--- config.mk ---
export PLATFORM = sky130hd
export DESIGN_NAME = central_fuzz_gen
export DESIGN_NICKNAME = d
export VERILOG_FILES = /design/src/rtl/central_fuzz_gen.sv
export SDC_FILE = /design/constraint.sdc
export NUM_CORES = 1
export LEC_CHECK = 0
export BUFFER_PORTS_ARGS = -buffer_cell sky130_fd_sc_hd__buf_2
export CORE_MARGIN = 3
export CORE_UTILIZATION = 52
export CTS_BUF_LIST = sky130_fd_sc_hd__clkbuf_4 sky130_fd_sc_hd__clkbuf_8
export CTS_CLUSTER_SIZE = 10
export DETAILED_ROUTE_END_ITERATION = 12
export PLACE_DENSITY_LB_ADDON = 0.3
export RECOVER_POWER = 50
export SLEW_MARGIN = 20
export SYNTH_ARGS = -nofsm -noshare
export SYNTH_HDL_FRONTEND = slang
export SYNTH_SLANG_ARGS = --single-unit
--- constraint.sdc ---
create_clock -name clk -period 2.7 [get_ports clk]
set_input_delay 0.405 -clock clk [delete_from_list [all_inputs] [get_ports clk]]
set_output_delay 0.405 -clock clk [all_outputs]
set_load 0.01 [all_outputs]
--- src/rtl/central_fuzz_gen.sv ---
// Central fuzz traffic generator: bursts of single Wishbone transfers into one IP window,
// driven by an LFSR, a corner-case sweep, or a write/read-back compare.
module central_fuzz_gen #(
  parameter int unsigned ADDR_WIDTH        = 32,
  parameter int unsigned DATA_WIDTH        = 32,
  parameter int unsigned IP_NUM            = 4,
  parameter int unsigned IP_SELECTOR_WIDTH = 2,
  parameter int unsigned TRAFFIC_N         = 2,
  parameter int unsigned IP_WINDOW_BITS    = 12,
  parameter int unsigned TIMEOUT_CYCLES    = 16
) (
  input  logic                         clk,
  input  logic                         rst,
  input  logic                         start,
  input  logic [1:0]                   mode_selector,
  input  logic [IP_SELECTOR_WIDTH-1:0] ip_selector,
  input  logic [31:0]                  seed,
  output logic                         busy,
  output logic                         done,
  output logic                         timeout,
  output logic [15:0]                  mismatch_cnt,
  output logic [DATA_WIDTH-1:0]        last_rdata,
  output logic [DATA_WIDTH-1:0]        corner_case_payload,
  output logic                         wbm_cyc_o,
  output logic                         wbm_stb_o,
  output logic                         wbm_we_o,
  output logic [ADDR_WIDTH-1:0]        wbm_adr_o,
  output logic [DATA_WIDTH-1:0]        wbm_dat_o,
  output logic [DATA_WIDTH/8-1:0]      wbm_sel_o,
  output logic [2:0]                   wbm_cti_o,
  output logic [1:0]                   wbm_bte_o,
  input  logic [DATA_WIDTH-1:0]        wbm_dat_i,
  input  logic                         wbm_ack_i
);

  localparam int unsigned CNT_W  = $clog2(TRAFFIC_N + 1);
  localparam int unsigned WAIT_W = $clog2(TIMEOUT_CYCLES + 1);
  localparam int unsigned SEL_W  = DATA_WIDTH / 8;

  localparam logic [31:0] LFSR_TAPS    = 32'h80200003;
  localparam logic [31:0] LFSR_DEFAULT = 32'hACE10001;
  localparam logic [ADDR_WIDTH-1:0] MAX_OFS = ADDR_WIDTH'((2 ** IP_WINDOW_BITS) - 4);

  localparam logic [2:0] S_IDLE   = 3'd0;
  localparam logic [2:0] S_REQ    = 3'd1;
  localparam logic [2:0] S_RB_REQ = 3'd2;
  localparam logic [2:0] S_NEXT   = 3'd3;
  localparam logic [2:0] S_DONE   = 3'd4;

  if ((IP_NUM > (2 ** IP_SELECTOR_WIDTH)) || (TRAFFIC_N < 1) ||
      ((DATA_WIDTH != 8) && (DATA_WIDTH != 16) && (DATA_WIDTH != 32))) begin : g_bad_params
    $error("central_fuzz_gen: illegal parameter combination");
  end

  function automatic logic [DATA_WIDTH-1:0] corner_pat(input logic [1:0] idx);
    case (idx)
      2'd0:    corner_pat = DATA_WIDTH'(32'h00000000);
      2'd1:    corner_pat = DATA_WIDTH'(32'hFFFFFFFF);
      2'd2:    corner_pat = DATA_WIDTH'(32'hAAAAAAAA);
      default: corner_pat = DATA_WIDTH'(32'h55555555);
    endcase
  endfunction

  logic [2:0]                   r_state, w_state_nxt;
  logic [31:0]                  r_lfsr, w_lfsr_nxt;
  logic [1:0]                   r_mode, w_mode_nxt;
  logic [IP_SELECTOR_WIDTH-1:0] r_ip, w_ip_nxt;
  logic [1:0]                   r_corner, w_corner_nxt;
  logic [CNT_W-1:0]             r_cnt, w_cnt_nxt;
  logic [WAIT_W-1:0]            r_wait;
  logic                         w_accept, w_in_req, w_expire, w_req_nxt, w_we_nxt;
  logic [ADDR_WIDTH-1:0]        w_ofs_nxt, w_adr_nxt;
  logic [DATA_WIDTH-1:0]        w_dat_nxt;

  logic                  r_busy, r_done, r_timeout, r_cyc, r_we;
  logic [15:0]           r_mismatch;
  logic [DATA_WIDTH-1:0] r_last_rdata, r_payload, r_dat;
  logic [ADDR_WIDTH-1:0] r_adr;

  assign w_in_req = (r_state == S_REQ) || (r_state == S_RB_REQ);
  // An ack on the threshold cycle wins over the timeout.
  assign w_expire = w_in_req && !wbm_ack_i && (r_wait == WAIT_W'(TIMEOUT_CYCLES - 1));

  // Next-state and next values of the burst context.
  always_comb begin
    w_state_nxt  = r_state;
    w_lfsr_nxt   = r_lfsr;
    w_mode_nxt   = r_mode;
    w_ip_nxt     = r_ip;
    w_corner_nxt = r_corner;
    w_cnt_nxt    = r_cnt;
    w_accept     = 1'b0;
    case (r_state)
      S_IDLE: begin
        if (start && (mode_selector != 2'd0)) begin
          w_accept     = 1'b1;
          w_state_nxt  = S_REQ;
          w_mode_nxt   = mode_selector;
          w_ip_nxt     = ip_selector;
          w_lfsr_nxt   = (seed == 32'd0) ? LFSR_DEFAULT : seed;
          w_corner_nxt = 2'd0;
          w_cnt_nxt    = '0;
        end
      end
      S_REQ: begin
        if (wbm_ack_i)     w_state_nxt = (r_mode == 2'd3) ? S_RB_REQ : S_NEXT;
        else if (w_expire) w_state_nxt = S_NEXT;
      end
      S_RB_REQ: begin
        if (wbm_ack_i || w_expire) w_state_nxt = S_NEXT;
      end
      S_NEXT: begin
        w_cnt_nxt    = r_cnt + CNT_W'(1);
        w_lfsr_nxt   = {1'b0, r_lfsr[31:1]} ^ (r_lfsr[0] ? LFSR_TAPS : 32'd0);
        w_corner_nxt = r_corner + 2'd1;
        w_state_nxt  = (w_cnt_nxt < CNT_W'(TRAFFIC_N)) ? S_REQ : S_DONE;
      end
      S_DONE:  w_state_nxt = S_IDLE;
      default: w_state_nxt = S_IDLE;
    endcase
  end

  // Bus request contents for the upcoming cycle, held constant across a request.
  always_comb begin
    w_req_nxt = (w_state_nxt == S_REQ) || (w_state_nxt == S_RB_REQ);
    w_we_nxt  = 1'b1;
    if (w_state_nxt == S_RB_REQ)  w_we_nxt = 1'b0;
    else if (w_mode_nxt == 2'd1)  w_we_nxt = w_lfsr_nxt[31];
    w_ofs_nxt = ADDR_WIDTH'({w_lfsr_nxt[IP_WINDOW_BITS-1:2], 2'b00});
    w_dat_nxt = w_lfsr_nxt[DATA_WIDTH-1:0];
    if (w_mode_nxt == 2'd2) begin
      w_ofs_nxt = w_corner_nxt[0] ? MAX_OFS : '0;
      w_dat_nxt = corner_pat(w_corner_nxt);
    end
    w_adr_nxt = (ADDR_WIDTH'(w_ip_nxt) << IP_WINDOW_BITS) | w_ofs_nxt;
  end

  always_ff @(posedge clk) begin
    if (rst) begin
      r_state      <= S_IDLE;
      r_lfsr       <= LFSR_DEFAULT;
      r_mode       <= 2'd0;
      r_ip         <= '0;
      r_corner     <= 2'd0;
      r_cnt        <= '0;
      r_wait       <= '0;
      r_busy       <= 1'b0;
      r_done       <= 1'b0;
      r_timeout    <= 1'b0;
      r_cyc        <= 1'b0;
      r_we         <= 1'b0;
      r_adr        <= '0;
      r_dat        <= '0;
      r_mismatch   <= 16'd0;
      r_last_rdata <= '0;
      r_payload    <= '0;
    end else begin
      r_state   <= w_state_nxt;
      r_lfsr    <= w_lfsr_nxt;
      r_mode    <= w_mode_nxt;
      r_ip      <= w_ip_nxt;
      r_corner  <= w_corner_nxt;
      r_cnt     <= w_cnt_nxt;
      r_wait    <= (w_in_req && (w_state_nxt == r_state)) ? r_wait + WAIT_W'(1) : '0;
      r_busy    <= (w_state_nxt != S_IDLE);
      r_done    <= (w_state_nxt == S_DONE);
      r_cyc     <= w_req_nxt;
      r_we      <= w_req_nxt ? w_we_nxt : 1'b0;
      r_adr     <= w_req_nxt ? w_adr_nxt : '0;
      r_dat     <= w_req_nxt ? w_dat_nxt : '0;
      r_payload <= corner_pat(w_corner_nxt);
      if (w_accept) begin
        r_timeout  <= 1'b0;
        r_mismatch <= 16'd0;
      end else begin
        if (w_expire) r_timeout <= 1'b1;
        if ((r_state == S_RB_REQ) && wbm_ack_i && (wbm_dat_i != r_lfsr[DATA_WIDTH-1:0]) &&
            (r_mismatch != 16'hFFFF))
          r_mismatch <= r_mismatch + 16'd1;
      end
      if (w_in_req && wbm_ack_i && !r_we) r_last_rdata <= wbm_dat_i;
    end
  end

  assign busy                = r_busy;
  assign done                = r_done;
  assign timeout             = r_timeout;
  assign mismatch_cnt        = r_mismatch;
  assign last_rdata          = r_last_rdata;
  assign corner_case_payload = r_payload;
  assign wbm_cyc_o           = r_cyc;
  assign wbm_stb_o           = r_cyc;
  assign wbm_we_o            = r_we;
  assign wbm_adr_o           = r_adr;
  assign wbm_dat_o           = r_dat;
  assign wbm_sel_o           = {SEL_W{1'b1}};
  assign wbm_cti_o           = 3'b000;
  assign wbm_bte_o           = 2'b00;

endmodule
Word-level counts from Yosys, hierarchy flattened. Cells that the tools add are included.

Add/sub/neg operators: 4. Magnitude comparators: 1. Equal/unequal tests: 16. Muxes and demuxes: 26. Bitwise logic cells: 4. Reductions and logical operators: 25.

Operators by type and width (number): 32-bit 2-to-1 mux (4); 32-bit case mux with 3 select lines (1); 32-bit case mux with 2 select lines (1); 32-bit logical NOT (1); 32-bit inequality test (1); 14-bit by 32-bit OR with 32-bit output (1); 31-bit by 32-bit XOR with 32-bit output (1); 12-bit 2-to-1 mux (2); 16-bit by 1-bit adder with 16-bit output (second input constant) (1); 16-bit inequality test (second input constant) (1); 3-bit 2-to-1 mux (5); 2-bit 2-to-1 mux (6); 3-bit case mux with 4 select lines (1); 3-bit by 2-bit equality test with 1-bit output (second input constant) (3); 1-bit logical AND (9); 2-bit case mux with 2 select lines (2); 2-bit equality test (second input constant) (3); 3-bit by 1-bit equality test with 1-bit output (second input constant) (2); 2-bit OR reduction (3); 5-bit by 1-bit adder with 5-bit output (second input constant) (1); 5-bit by 4-bit equality test with 1-bit output (second input constant) (1); 2-bit by 1-bit adder with 2-bit output (second input constant) (2); 2-bit by 1-bit equality test with 1-bit output (second input constant) (2); 1-bit 2-to-1 mux (4); 13 further kinds (18).

Register bits after elaboration: 197. Input port bits: 72. Output and inout port bits: 159. Logic and storage cells: 93.

Longest topological paths before layout.
Depth after elaboration: 11. Mapped depth: 10. Depth with buffers taken out: 9.

Worst setup path after synthesis. OpenSTA, ideal clock, no wires.

Kind: register to register. Start point: reg r_wait[0]. End point: reg r_dat[15], in the netlist wbm_dat_o[15]. Setup time: 115 ps. Arrival time: 2292 ps. Data required time: 2585 ps. Path slack: 293 ps. Cell stages (with the launch flop): 11. Path buffers: 1. Period minus slack after synthesis: 2407 ps. Path through: dfxtp_1 > ha_1 > and3_1 > ha_1 > nor2_1 > o22ai_2 > a211oi_4 > mux2i_4 > a21oi_2 > buf_4 > and2_1.

Word-level cells in the longest chain between the ends: 9. Elaborated cells between the ends (all ways): 12. Those cells by class: 3 x eq/ne; 4 x mux; 1 x bitwise; 4 x reduce/logical.

Ends and longest elaborated chain: start, declared (RTL line 70) `logic [WAIT_W-1:0] r_wait;`; start signal, assigned (RTL line 164) `r_wait <= (w_in_req && (w_state_nxt == r_state)) ? r_wait + WAIT_W'(1) : '0;`; 5-bit by 4-bit equality test with 1-bit output * (RTL line 82) `assign w_expire = w_in_req && !wbm_ack_i && (r_wait == WAIT_W'(TIMEOUT_CYCLES - 1));`; 1-bit logical AND * (RTL line 82); 3-bit 2-to-1 mux / 1-bit logical OR (equally long branches) (RTL line 107, 110); 3-bit 2-to-1 mux, on equally long branches (RTL line 106, 110); 3-bit case mux with 4 select lines * (RTL line 93) `case (r_state)`; 3-bit by 1-bit equality test with 1-bit output / 3-bit by 2-bit equality test with 1-bit output (equally long branches) (RTL line 125) `w_req_nxt = (w_state_nxt == S_REQ) || (w_state_nxt == S_RB_REQ);`; 1-bit logical OR * (RTL line 125); 1-bit NOT (no source line) *; 2-bit OR reduction (no source line) *; end signal, assigned (RTL line 170) `r_dat <= w_req_nxt ? w_dat_nxt : '0;`; end, declared (RTL line 77) `logic [DATA_WIDTH-1:0] r_last_rdata, r_payload, r_dat;`.

Mark *: on every way between the ends. The rest lies on a longest branch, timed or not. A chain may end at the register's enable or synchronous reset.

Worst setup path after layout.
Start point: reg r_state[2]. End point: reg r_dat[16], in the netlist wbm_dat_o[16].

Word-level cells in the longest chain between the ends: 11. Elaborated cells between the ends (all ways): 27. Those cells by class: 8 x eq/ne; 10 x mux; 1 x bitwise; 8 x reduce/logical.

Ends and longest elaborated chain: start, declared (RTL line 64) `logic [2:0] r_state, w_state_nxt;`; start signal, assigned (RTL line 158) `r_state <= w_state_nxt;`; 3-bit by 1-bit equality test with 1-bit output / 3-bit by 2-bit equality test with 1-bit output (equally long branches) (RTL line 80, 93); 1-bit logical OR (RTL line 80) `assign w_in_req = (r_state == S_REQ) || (r_state == S_RB_REQ);`; 1-bit logical AND (2 in series) (RTL line 82); 3-bit 2-to-1 mux / 1-bit logical OR (equally long branches) (RTL line 107, 110); 3-bit 2-to-1 mux, on equally long branches (RTL line 106, 110); 3-bit case mux with 4 select lines (RTL line 93); 3-bit by 1-bit equality test with 1-bit output / 3-bit by 2-bit equality test with 1-bit output (equally long branches) (RTL line 125); 1-bit logical OR (RTL line 125); 1-bit NOT (no source line); 2-bit OR reduction (no source line).

Parallel ways exist; a longest one is shown, timed or not.

==> results_dict.tcl <==
set metrics [dict create \
    postCtsHoldBufs 0 \
    yosys_warnings 0 \
    synth_edf_count 0 \
    synth-seq-area-share_pct 43.45 \
    num-nets-final 990 \
    finalWeightedCongestion 0.8878 \
    syn-cell-area_sq_mm 0.006496 \
    worstSetupPathType "reg -> reg" \
    cp.required_ns 3.05 \
    leakagePower_nw 2.973 \
    ios 231 \
    clock_skew_ns 0.01391 \
    hold_end "last_rdata[12]" \
    firstDrtPassIters 5 \
    drive_above_1_share_pct 15.09 \
    synthArstFlopShare_pct 0 \
    route.vias.total 5850 \
    min_from "wbm_dat_i[12]" \
    worstPathMaxFanout 30 \
    arrival_ns 2.84 \
    cts-resized-gates 0 \
    clock-sinks 141 \
    fin_setup_tns_ns 0 \
    antenna_found_initial 0 \
    rsz0062_at_grt "no" \
    routedWlPerCell_um 15.76 \
    fin_area_sq_mm 0.007521 \
    synth_flop_cell "dfxtp_1" \
    clockBufferDepth 2 \
    die_x_um 117.8 \
    worstRegToRegCells 7 \
    cts_root_buffer "clkbuf_8" \
    nFillCells 1173 \
    syn_inst 758 \
    period_needed_ns 2.483 \
    min_period_over_period_pct 91.95 \
    start_kind "flip-flop" \
    reg2reg_from "r_state[2]" \
    placed_cell_area_sq_mm 0.007248 \
    slew_viol_final 0 \
    numCtsBuffers 17 \
    grt_overflow 0 \
    cts_tree "yes" \
    viasPerCell 5.338 \
    r2r_slack_ns 0.22 \
    max_cap_viol_count 0 \
    multi_input_area_sq_mm 0.003080 \
    ir_worst_vdd_mv 0.3969 \
    start_util_pct 53.64 \
    die_h_um 117.8 \
    hpwl_mm 12.80 \
    htree_num_levels 4 \
    core_area_sq_mm 0.01211 \
    postCtsSetupRepairBufs 0 \
    detail-route-antenna-nets 0 \
    grt_max_degree 53 \
    setup_viol 0 \
    track_usage_pct 24.05 \
    clock_latency_ns 0.43 \
    tightest_slew_ns 1.162 \
    regArea_sq_mm 0.002823 \
    die_area_sq_mm 0.01387 \
    drc 0 \
    hold-path-cell-count 3 \
    num_rows 40 \
    ys_ff_latch 141 \
    clk_pin_slew_worst_paths_ns 0.08 \
    p_total_w 0.004996 \
    stdcell_count 1096 \
    n_antenna_cell 0 \
    drt-initial-drc-count 565 \
    relSlewSlack_pct 22.56 \
    r2r-end "wbm_dat_o[16]" \
    avgSynthCellArea_sq_um 8.570 \
    power_density_mw_per_mm2 664.3 \
    drt-total-wl_mm 17.28 \
    numPortBuffers 201 \
    max_freq_mhz 402.8 \
    status "finished, final reports clean" \
    grt_pass1_wl_mm 27.02 \
    holdWs_ns 0.2211 \
    grt_pass1_vias 5219 \
    hold_viol 0 \
    synth_cell_types 63 \
    cp-end-kind "flip-flop" \
    hold_path.class "in -> reg" \
    synthToLayoutAreaGrowth_pct 15.77 \
    placed_cells 1063 \
]
## placed cells by master (no fill, tap or decap), types with 8 or more instances in the layout
cell type / Yosys / final
a21oi_1: 78 / 78
a22oi_1: 24 / 24
and2_1: 10 / 10
and3_1: 9 / 9
buf_2: 8 / 74
buf_4: 69 / 15
clkbuf_1: 26 / 128
clkbuf_8: 0 / 17
conb_1: 2 / 29
dfxtp_1: 141 / 141
nand2_1: 120 / 120
nand3_1: 24 / 24
nand4_1: 9 / 9
nor2_1: 37 / 35
nor4_1: 16 / 16
o21a_1: 21 / 21
o21ai_0: 21 / 21
o31ai_1: 8 / 8
or3_1: 9 / 9
xor2_1: 34 / 34
## cells by family (layout without fill, tap and decap cells)
family	Yosys count	after routing	synth area share, %
AND/OR/NAND/NOR	269	269	20.13
flip-flops	141	141	43.45
buffers and inverters	113	255	11.02
other	2	29	0.1156
XOR/XNOR	37	37	4.989
adder cells (fa/ha/maj)	3	3	0.5779
multiplexers	4	4	0.8282
AO/OA/AOI/OAI	189	190	18.89
## metrics by stage
| step | utilization (%) | worst slack (ns) |
|---|---|---|
| finish | 62.10 | 0.2173 |
| global route | 62.10 | 0.03865 |
| CTS | 63.33 | 0.06086 |
| detailed placement | 59.85 | 0.08429 |
| global placement | 59.85 | 0.1506 |
| floorplan | - | 0.2931 |
## final cells by class
cell class	count	area share, %
Sequential cell	141	37.53
Clock inverter	12	2.196
Clock buffer	20	3.410
Tap cell	168	2.795
Timing Repair Buffer	217	12.81
Inverter	6	0.2995
Multi-Input combinational cell	532	40.96
## per-layer routing
layer / vias up / global-route usage (%) / part of all wire [%]
met2: 292 / 34.89 / 43
met3: 27 / 5.334 / 8.5
li1: 2868 / - / -
met1: 2663 / 35.56 / 47
met4: 0 / 7.546 / 2.1
met5: - / 0 / 0
## worst max-delay path: stages (launching register included)
cell      delay, ns
dfxtp_1        0.41
nor4b_4        0.45
o21a_4         0.29
buf_4          0.34
a211oi_4       0.11
mux2i_4        0.25
a21oi_4        0.33
a21boi_0       0.22
## report_power, final
| group | internal [W] | switching [W] | total (W) |
|---|---|---|---|
| clock | 0.000953 | 0.000806 | 0.00176 |
| sequential | 0.00224 | 0.000121 | 0.00236 |
| combinational | 0.000327 | 0.000550 | 0.000878 |
## how the worst max path moves through the flow
| stage | start | to | slack (ns) | cells after the start |
|---|---|---|---|---|
| 3_3_place_gp | r_state[2] | wbm_dat_o[22] | 0.15 | 7 |
| 5_1_grt | r_state[2] | wbm_dat_o[16] | 0.04 | 7 |
| 6_report | r_state[2] | wbm_dat_o[16] | 0.22 | 7 |
| 3_5_place_dp | r_state[2] | wbm_dat_o[22] | 0.08 | 7 |
| 2_1_floorplan | r_wait[0] | wbm_dat_o[15] | 0.29 | 10 |
| 4_1_cts | r_state[2] | wbm_dat_o[16] | 0.06 | 7 |
## state kept, by name (all words and copies together), names as in the netlist
signal	flops
r_state	3
wbm_cyc_o	1
done	1
r_corner	2
r_lfsr	32
timeout	1
r_wait	5
mismatch_cnt	16
last_rdata	32
wbm_dat_o	32
r_cnt	2
r_ip	2
corner_case_payload	1
wbm_we_o	1
wbm_adr_o	7
r_mode	2
busy	1
## synth_stat cells (all sizes together) (6+ instances only)
master  instances  share of area [%]
a21oi          80                6.4
nand4           9               0.87
o31ai           8               0.92
xor2           34                4.6
and3            9               0.87
inv             6               0.35
nand2         120                6.9
o21a           22                2.7
or3             9               0.87
a22oi          24                2.8
nor4           16                1.5
dfxtp         141                 43
buf            81                9.2
nor2b           6               0.58
and2           10               0.96
nor2           37                2.1
clkbuf         26                1.5
or4             7               0.81
nand3          24                1.8
nand2b          7               0.67
o21ai          22                1.7
a31oi           6               0.58
Power figures use the tool's default switching activity.
